File: src/rtl/cordic_multimode.sv
// rtl/cordic_multimode.sv - iterative rotation/vectoring CORDIC with quadrant pre-rotation
// One micro-rotation per clock; ready/valid in and out with output backpressure.
module cordic_multimode #(
    parameter int N_FRAC     = 7,
    parameter int ITERATIONS = 6,
    parameter int GUARD      = 2
) (
    input  logic                clk_i,
    input  logic                rst_i,
    input  logic                in_valid_i,
    output logic                in_ready_o,
    input  logic                mode_i,
    input  logic [N_FRAC:0]     x_i,
    input  logic [N_FRAC:0]     y_i,
    input  logic [N_FRAC:0]     z_i,
    output logic                out_valid_o,
    input  logic                out_ready_i,
    output logic [N_FRAC:0]     x_o,
    output logic [N_FRAC:0]     y_o,
    output logic [N_FRAC:0]     z_o,
    output logic                busy_o
);
    localparam int W  = N_FRAC + 1;
    localparam int WX = W + GUARD;
    localparam logic [3:0] LAST = 4'(ITERATIONS - 1);
    localparam logic signed [WX-1:0] SAT_HI = WX'((1 << N_FRAC) - 1);
    localparam logic signed [WX-1:0] SAT_LO = WX'(-(1 << N_FRAC));

    typedef enum logic [1:0] {S_IDLE, S_PRE, S_CALC, S_DONE} state_t;

    state_t                 state_q, state_d;
    logic signed [WX-1:0]   x_q, x_d, y_q, y_d;
    logic signed [W-1:0]    z_q, z_d;
    logic                   mode_q, mode_d;
    logic [3:0]             cnt_q, cnt_d;
    logic [W-1:0]           xo_q, xo_d, yo_q, yo_d, zo_q, zo_d;

    logic signed [WX-1:0]   x_ext, y_ext, x_sh, y_sh, x_it, y_it;
    logic signed [W-1:0]    z_it, atan_i;
    logic                   pre_flip, d_pos;

    // Arctangent table at 2^15 scale, rescaled to the angle LSB by truncation.
    function automatic logic [W-1:0] atan_at(input logic [3:0] i);
        logic [15:0] t;
        t = 16'd0;
        case (i)
            4'd0:  t = 16'd8192;
            4'd1:  t = 16'd4836;
            4'd2:  t = 16'd2555;
            4'd3:  t = 16'd1297;
            4'd4:  t = 16'd651;
            4'd5:  t = 16'd326;
            4'd6:  t = 16'd163;
            4'd7:  t = 16'd81;
            4'd8:  t = 16'd41;
            4'd9:  t = 16'd20;
            4'd10: t = 16'd10;
            4'd11: t = 16'd5;
            4'd12: t = 16'd3;
            4'd13: t = 16'd1;
            4'd14: t = 16'd1;
            default: t = 16'd0;
        endcase
        return W'(t >> (15 - N_FRAC));
    endfunction

    function automatic logic [W-1:0] sat(input logic signed [WX-1:0] v);
        if (v > SAT_HI)
            return SAT_HI[W-1:0];
        else if (v < SAT_LO)
            return SAT_LO[W-1:0];
        else
            return v[W-1:0];
    endfunction

    assign x_ext  = {{GUARD{x_i[W-1]}}, x_i};
    assign y_ext  = {{GUARD{y_i[W-1]}}, y_i};
    // Rotation: angle outside [-pi/2, pi/2) when the top two bits differ.
    assign pre_flip = mode_q ? x_q[WX-1] : (z_q[W-1] ^ z_q[W-2]);
    assign d_pos  = mode_q ? y_q[WX-1] : ~z_q[W-1];
    assign x_sh   = x_q >>> cnt_q;
    assign y_sh   = y_q >>> cnt_q;
    assign atan_i = atan_at(cnt_q);
    assign x_it   = d_pos ? (x_q - y_sh) : (x_q + y_sh);
    assign y_it   = d_pos ? (y_q + x_sh) : (y_q - x_sh);
    assign z_it   = d_pos ? (z_q - atan_i) : (z_q + atan_i);

    always_comb begin
        state_d = state_q;
        x_d     = x_q;
        y_d     = y_q;
        z_d     = z_q;
        mode_d  = mode_q;
        cnt_d   = cnt_q;
        xo_d    = xo_q;
        yo_d    = yo_q;
        zo_d    = zo_q;
        case (state_q)
            S_IDLE: begin
                if (in_valid_i) begin
                    x_d     = x_ext;
                    y_d     = y_ext;
                    z_d     = z_i;
                    mode_d  = mode_i;
                    state_d = S_PRE;
                end
            end
            S_PRE: begin
                cnt_d = 4'd0;
                if (pre_flip) begin
                    x_d = -x_q;
                    y_d = -y_q;
                    z_d = {~z_q[W-1], z_q[W-2:0]};
                end
                state_d = S_CALC;
            end
            S_CALC: begin
                x_d = x_it;
                y_d = y_it;
                z_d = z_it;
                if (cnt_q == LAST) begin
                    xo_d    = sat(x_it);
                    yo_d    = sat(y_it);
                    zo_d    = z_it;
                    state_d = S_DONE;
                end else begin
                    cnt_d = cnt_q + 4'd1;
                end
            end
            S_DONE: begin
                if (out_ready_i)
                    state_d = S_IDLE;
            end
            default: state_d = S_IDLE;
        endcase
    end

    always_ff @(posedge clk_i or posedge rst_i) begin
        if (rst_i) begin
            state_q <= S_IDLE;
            x_q     <= '0;
            y_q     <= '0;
            z_q     <= '0;
            mode_q  <= 1'b0;
            cnt_q   <= 4'd0;
            xo_q    <= '0;
            yo_q    <= '0;
            zo_q    <= '0;
        end else begin
            state_q <= state_d;
            x_q     <= x_d;
            y_q     <= y_d;
            z_q     <= z_d;
            mode_q  <= mode_d;
            cnt_q   <= cnt_d;
            xo_q    <= xo_d;
            yo_q    <= yo_d;
            zo_q    <= zo_d;
        end
    end

    assign in_ready_o  = (state_q == S_IDLE);
    assign out_valid_o = (state_q == S_DONE);
    assign busy_o      = (state_q != S_IDLE);
    assign x_o         = xo_q;
    assign y_o         = yo_q;
    assign z_o         = zo_q;
endmodule

File: config.mk
export PLATFORM = sky130hd
export DESIGN_NAME = cordic_multimode
export DESIGN_NICKNAME = d
export VERILOG_FILES = /design/src/rtl/cordic_multimode.sv
export SDC_FILE = /design/constraint.sdc
export NUM_CORES = 1
export LEC_CHECK = 0
export CAP_MARGIN = 30
export CORE_MARGIN = 2
export CORE_UTILIZATION = 55
export CTS_CLUSTER_SIZE = 25
export DETAILED_ROUTE_END_ITERATION = 7
export PLACE_DENSITY = 0.8
export SYNTH_ARGS = -nofsm -noshare
export SYNTH_HDL_FRONTEND = slang
export SYNTH_SLANG_ARGS = --single-unit
File: constraint.sdc
create_clock -name clk_i -period 12.2 [get_ports clk_i]
set_input_delay 2.44 -clock clk_i [delete_from_list [all_inputs] [get_ports clk_i]]
set_output_delay 2.44 -clock clk_i [all_outputs]
set_load 0.01 [all_outputs]
# Yosys cells after proc, flatten, opt, wreduce, memory -nomap -nowiden
# Memories as Yosys holds them, arrays and structs flattened.
# Cells that the tools add are included.
# W data, S select, Z words.
totals:
  word_cells: 73
  romBits: 224
  register_bits: 59
  input_bits: 29
  mem_count: 1
  output_inout_bits: 27
memory_table:
  columns: ["name", "words", "word_bits", "read_ports", "rd_clocked_by_memory_dff", "wr", "line", "text"]
  rows:
  - ["(name not given)", 16, 14, 1, 0, 0, "46", "case (i)"]
classes:
  add_sub_neg: 9
  n_shift: 2
  mux: 24
  reduce_logical: 11
  n_lt_le_gt_ge: 4
  n_bitwise: 3
  eq_ne: 9
ops:
  columns: ["op", "count"]
  rows:
  - ["$mux W10", 6]
  - ["$pmux W10 S3", 2]
  - ["$mux W8", 7]
  - ["$pmux W8 S3", 1]
  - ["$add A10 B10 Y10", 2]
  - ["$gt A10 B8 Y1 const B", 2]
  - ["$lt A10 B8 Y1 const B", 2]
  - ["$neg A10 Y10", 2]
  - ["$sshr A10 B4 Y10", 2]
  - ["$sub A10 B10 Y10", 2]
  - ["$reduce_and A3 Y1", 3]
  - ["$add A8 B8 Y8", 1]
  - ["$ne A2 B2 Y1 const B", 4]
  - ["$pmux W2 S4", 1]
  - ["$pmux W4 S2", 1]
  - ["$sub A8 B8 Y8", 1]
  - ["$mux W2", 3]
  - ["$reduce_and A2 Y1", 3]
  - ["$reduce_bool A2 Y1", 3]
  - ["$add A4 B1 Y4 const B", 1]
  - ["$eq A2 B2 Y1 const B", 2]
  - ["$eq A4 B3 Y1 const B", 1]
  - ["$mux W4", 1]
  - ["$reduce_bool A3 Y1", 1]
  - ["6 further kinds", 8]

# Depth between registers and ports, before layout
logic_depth:
  word_depth: 6
  ltp_mapped: 20
  ltp_nobuf: 18

# Worst setup path after synthesis
# Ideal clock, no wire load.
synth_timing:
  kind: "reg-to-reg"
  from: "register cnt_q[1]"
  to: "register yo_q[1], in the netlist y_o[1]"
  synth_period_minus_slack_ps: 4069
  slack_ps: 8131
  stages_incl_launch_ff: 18
  arrival_time_ps: 3930
  required_ps: 12061
  cell_sequence: "dfrtp_1 buf_2 buf_2 mux2i_1 mux2i_1 a221oi_1 nor2b_1 inv_1 o21a_1 xor2_1 ha_1 o21a_1 o31a_1 o41ai_1 xnor2_1 or2_2 a21oi_1 a21oi_1"
synth_via:
  elab_chain_len: 6
  elab_cells_between_ends: 10
synth_rtl:
  columns: ["item", "line", "text"]
  rows:
  - ["start: declaration", "35", "logic [3:0] cnt_q, cnt_d;"]
  - ["start signal: assignment", "155", "cnt_q <= cnt_d;"]
  - ["$sshr A10 B4 Y10", "81", "assign x_sh = x_q >>> cnt_q;"]
  - ["$sub A10 B10 Y10 / $add A10 B10 Y10 (equally long branches)", "85", "assign y_it = d_pos ? (y_q + x_sh) : (y_q - x_sh);"]
  - ["$mux W10", "85", null]
  - ["$lt A10 B8 Y1", "70", "else if (v < SAT_LO)"]
  - ["$mux W8", "70", null]
  - ["$mux W8", "68", "if (v > SAT_HI)"]
  - ["end signal: assignment", "157", "yo_q <= yo_d;"]
  - ["end: declaration", "36", "logic [W-1:0] xo_q, xo_d, yo_q, yo_d, zo_q, zo_d;"]
# Parallel ways exist; a longest one is shown, timed or not.
# A chain may end at the register's enable or synchronous reset.

# Worst setup path in the final report
layout_timing:
  from: "register cnt_q[1]"
  to: "register yo_q[3], in the netlist y_o[3]"
# The elaborated chain is that of the path after synthesis.

==> summary by stage <==
Synth
The share of synthesized registers carrying an async set or reset is 100%. The post-synthesis register bit count is 59. The number of nets handed over by synthesis was 753.

The number of unique standard cell types used by synthesis is 75. The mean post-synth cell area is 8.23 um2. Synthesis produced 681 cells. The top cell type's share of synthesized area is 26.3%.

The warning count from the yosys run is 0. The library cell occupying the most area in the post-synthesis netlist is sky130_fd_sc_hd__dfrtp_1. The synthesized cell area is 5600 um2. Yosys mapped a number of flops with a built-in enable equal to 0. Ranked by total cell area, the synthesized netlist is headed by sky130_fd_sc_hd__dfrtp_1 (26%), sky130_fd_sc_hd__ha_1 (8.9%), sky130_fd_sc_hd__xnor2_1 (5.6%), sky130_fd_sc_hd__a21oi_1 (5.2%), sky130_fd_sc_hd__nand2_1 (4.7%). Summing the sequential cell areas from Yosys gives 26.3% of the chip area.

For this run, the leading register cell type out of synthesis is sky130_fd_sc_hd__dfrtp_1.

Final layout
The library cells used most frequently in the layout, excluding fill and tap cells, are sky130_fd_sc_hd__nand2_1 (70), sky130_fd_sc_hd__nor2_1 (69), sky130_fd_sc_hd__dfrtp_1 (59). At the end of the flow, the number of nets in the layout was 788. In the final layout, the share of cells above drive strength 1 is 7.35%. The library cell used most frequently in the layout, excluding fill and tap cells, is sky130_fd_sc_hd__nand2_1. The repair_antennas step left the layout with diodes totalling 0. The area added between synthesis and finish is 14.2%.

Timing
The final number of hold-violating endpoints is 0. The routed design could run at a clock period as short as 4.98 ns. At the pin with the least slew margin, the transition time is 0.996 ns.

Headroom to the max-slew limit came out at 33.6%. The timing-limited maximum frequency is 0.201 GHz. Setup repair after global routing left no endpoint under its margin.

In the final timing run, aggregate negative setup slack is 0 ns. The final number of setup-violating endpoints is 0. Of the available clock period, the critical path in the final layout requires 40.8%. The number of slew-limit violations in the final report is 0.

The clock arrives with 0.0147 ns of skew.

Detailed routing
The post-detailed-route count of antenna-violating nets is 0. After the first detailed-routing iteration, the DRC count stood at 417. The via count of the routed design is 5340.

In the final routed layout, each cell accounts on average for 19.0 um. The wire length reported by the detailed router is 16200 um. In the routed design, unresolved DRC markers number 0.

Dividing the detail-routed via count by the number of cells gives 6.25. The first-pass detailed-route iteration total is 5.

CTS
Buffers added to address setup during post-CTS repair amount to 0. The clock tree synthesis step divided the H-tree into 3 levels. The maximum buffer depth of the clock tree is 2. For this design, the sink count on the clock tree is 59. Clock-pin slew was measured on the worst setup and hold paths at 0.08 ns. Hold repair after CTS inserted 0 buffers. The number of buffers created by CTS is 9. For the worst-skew pair, the clock arrives at the later sink with an insertion delay of 0.39 ns.

The buffer type at the clock tree root is sky130_fd_sc_hd__clkbuf_8. TritonCTS built the clock tree. The post-CTS resize count is 0.

Die
The die is 105 um wide. The die covers 11000 um2. From bottom edge to top edge, the die measures 105 um. The number of top-level pins is 56.

The floorplan has 36 rows. The total area inside the core boundary comes to 9820 um2. The starting density of the core is 57.1%.

Run status
The flow ran to the end, and the final reports show no timing, DRC or antenna violations.

Worst setup path
The worst setup path is launched from a flip-flop. The worst path arrival time is 5.28 ns. The setup path with the least slack is of type reg -> reg. The most used cell along the critical path is sky130_fd_sc_hd__mux2i_1. The critical-path maximum fanout is 26. For the worst setup path, the data required time is 12.50 ns. The signal on the critical path passes through mux2i_1, mux2i_1, a221oi_1, nor2b_1, inv_1, o21a_1, xor2_1, ha_1, o21a_1, o31a_1, o41ai_1, xnor2_1, a21boi_0, mux2i_1, nand2_1, a21oi_1.

The slowest stage of the critical path is the sky130_fd_sc_hd__dfrtp_1 cell. For this run, the slowest stage of the critical path takes 0.93 ns. The endpoint type of the worst setup path is a flip-flop.

Job
Max-cap violations in this run came to 0.

Global route
The pin count of the biggest net entering global routing is 60. The wire length of the first global-routing pass is 26200 um. The via count of the first global-routing pass came to 5143. The total global routing track utilization is 30.3%.

The initial antenna violation count is 0. Global routing finished with a remaining overflow of 0.

Place
The weighted congestion reported at the end of routability-driven placement is 0.927. The final HPWL from detailed placement is 11700 um. The count of buffers added on input and output ports is 55.

Worst hold path
The class of the tightest hold or removal check is reg -> reg.
==> final timing paths <==
path                            startpoint       end  slack (ns)  depth (start not counted)
worst max register to register    cnt_q[1]    y_o[3]        7.22                         16
max in group asynchronous            rst_i    x_q[0]        9.08                          3
worst min-delay path                z_o[1]    z_o[1]        0.48                          2
worst min register to register      z_o[1]    z_o[1]        0.48                          2
worst max-delay path              cnt_q[1]    y_o[3]        7.22                         16
min in group asynchronous            rst_i  cnt_q[1]        2.61                          3
==> area by class of cell <==
cell class              count  area, um2
flip-flops and latches     59       1480
clock inverters             5       30.0
clock buffers              11        131
inverters                  37        139
repair buffers             63        631
multi-input cells         546       3820
fillers                   882       3420
well taps                 133        166
==> state kept, by name, indices dropped and copies added, names as in the netlist <==
name	flops
x_q	10
x_o	8
state_q	2
mode_q	1
z_q	8
y_o	8
cnt_q	4
z_o	8
y_q	10
==> routing by layer <==
metal,vias to the layer above,part of all wire [%],GRT usage [%],wire [um]
met2,196,47,50.1,7660
met5,-,0,0,0
li1,2494,-,-,-
met3,30,7.0,7.42,1140
met4,0,2.4,10.6,388
met1,2620,43,38.6,7020
==> kinds of logic (layout without fill, tap and decap cells) <==
kind of cell | after synthesis | count (layout) | share of synthesized area (%)
xor gates and xnor gates | 56 | 56 | 9.02
DFF | 59 | 59 | 26.3
AOI/OAI and AO/OA | 199 | 199 | 23.8
buffers and inverters | 76 | 116 | 5.43
and+or+nand+nor | 207 | 207 | 17.4
adders and majority gates | 43 | 43 | 10.0
muxes | 41 | 41 | 8.02
==> Yosys cell counts (7+ instances only) <==
master and number:
sky130_fd_sc_hd__a21oi_1 58, sky130_fd_sc_hd__a221oi_1 11, sky130_fd_sc_hd__and2_1 7, sky130_fd_sc_hd__clkbuf_1 29, sky130_fd_sc_hd__dfrtp_1 59, sky130_fd_sc_hd__ha_1 40
sky130_fd_sc_hd__inv_1 34, sky130_fd_sc_hd__mux2_1 7, sky130_fd_sc_hd__mux2_2 10, sky130_fd_sc_hd__mux2i_1 22, sky130_fd_sc_hd__nand2_1 70, sky130_fd_sc_hd__nand3_1 7
sky130_fd_sc_hd__nor2_1 69, sky130_fd_sc_hd__nor2b_1 9, sky130_fd_sc_hd__nor3_1 9, sky130_fd_sc_hd__o21a_1 8, sky130_fd_sc_hd__o21ai_0 40, sky130_fd_sc_hd__o31ai_1 13
sky130_fd_sc_hd__xnor2_1 36, sky130_fd_sc_hd__xor2_1 18
==> critical path: cells and delay by family, from the launching register on <==
| family | cells | cell delay [ns] |
|---|---|---|
| AOI/OAI and AO/OA | 7 | 1.68 |
| muxes | 3 | 0.98 |
| adders and majority gates | 1 | 0.34 |
| xor gates and xnor gates | 2 | 0.38 |
| DFF | 1 | 0.93 |
| buffers and inverters | 1 | 0.11 |
| and+or+nand+nor | 2 | 0.47 |
==> through the flow <==
stage               hold slack (ns)  utilization, %  worst slack (ns)  cells  cell area [um2]
floorplan                     0.489               -              8.13    681             5600
global placement              0.461            63.2              7.68    837             6210
detailed placement            0.466            63.2              7.43    837             6210
CTS                           0.484            64.9              7.38    853             6370
global route                  0.502            65.2              6.83    854             6400
finish                        0.479            65.2              7.22    854             6400
Power is not shown: default switching activity piles up to over one toggle a cycle in this logic, so the estimate is an artifact.
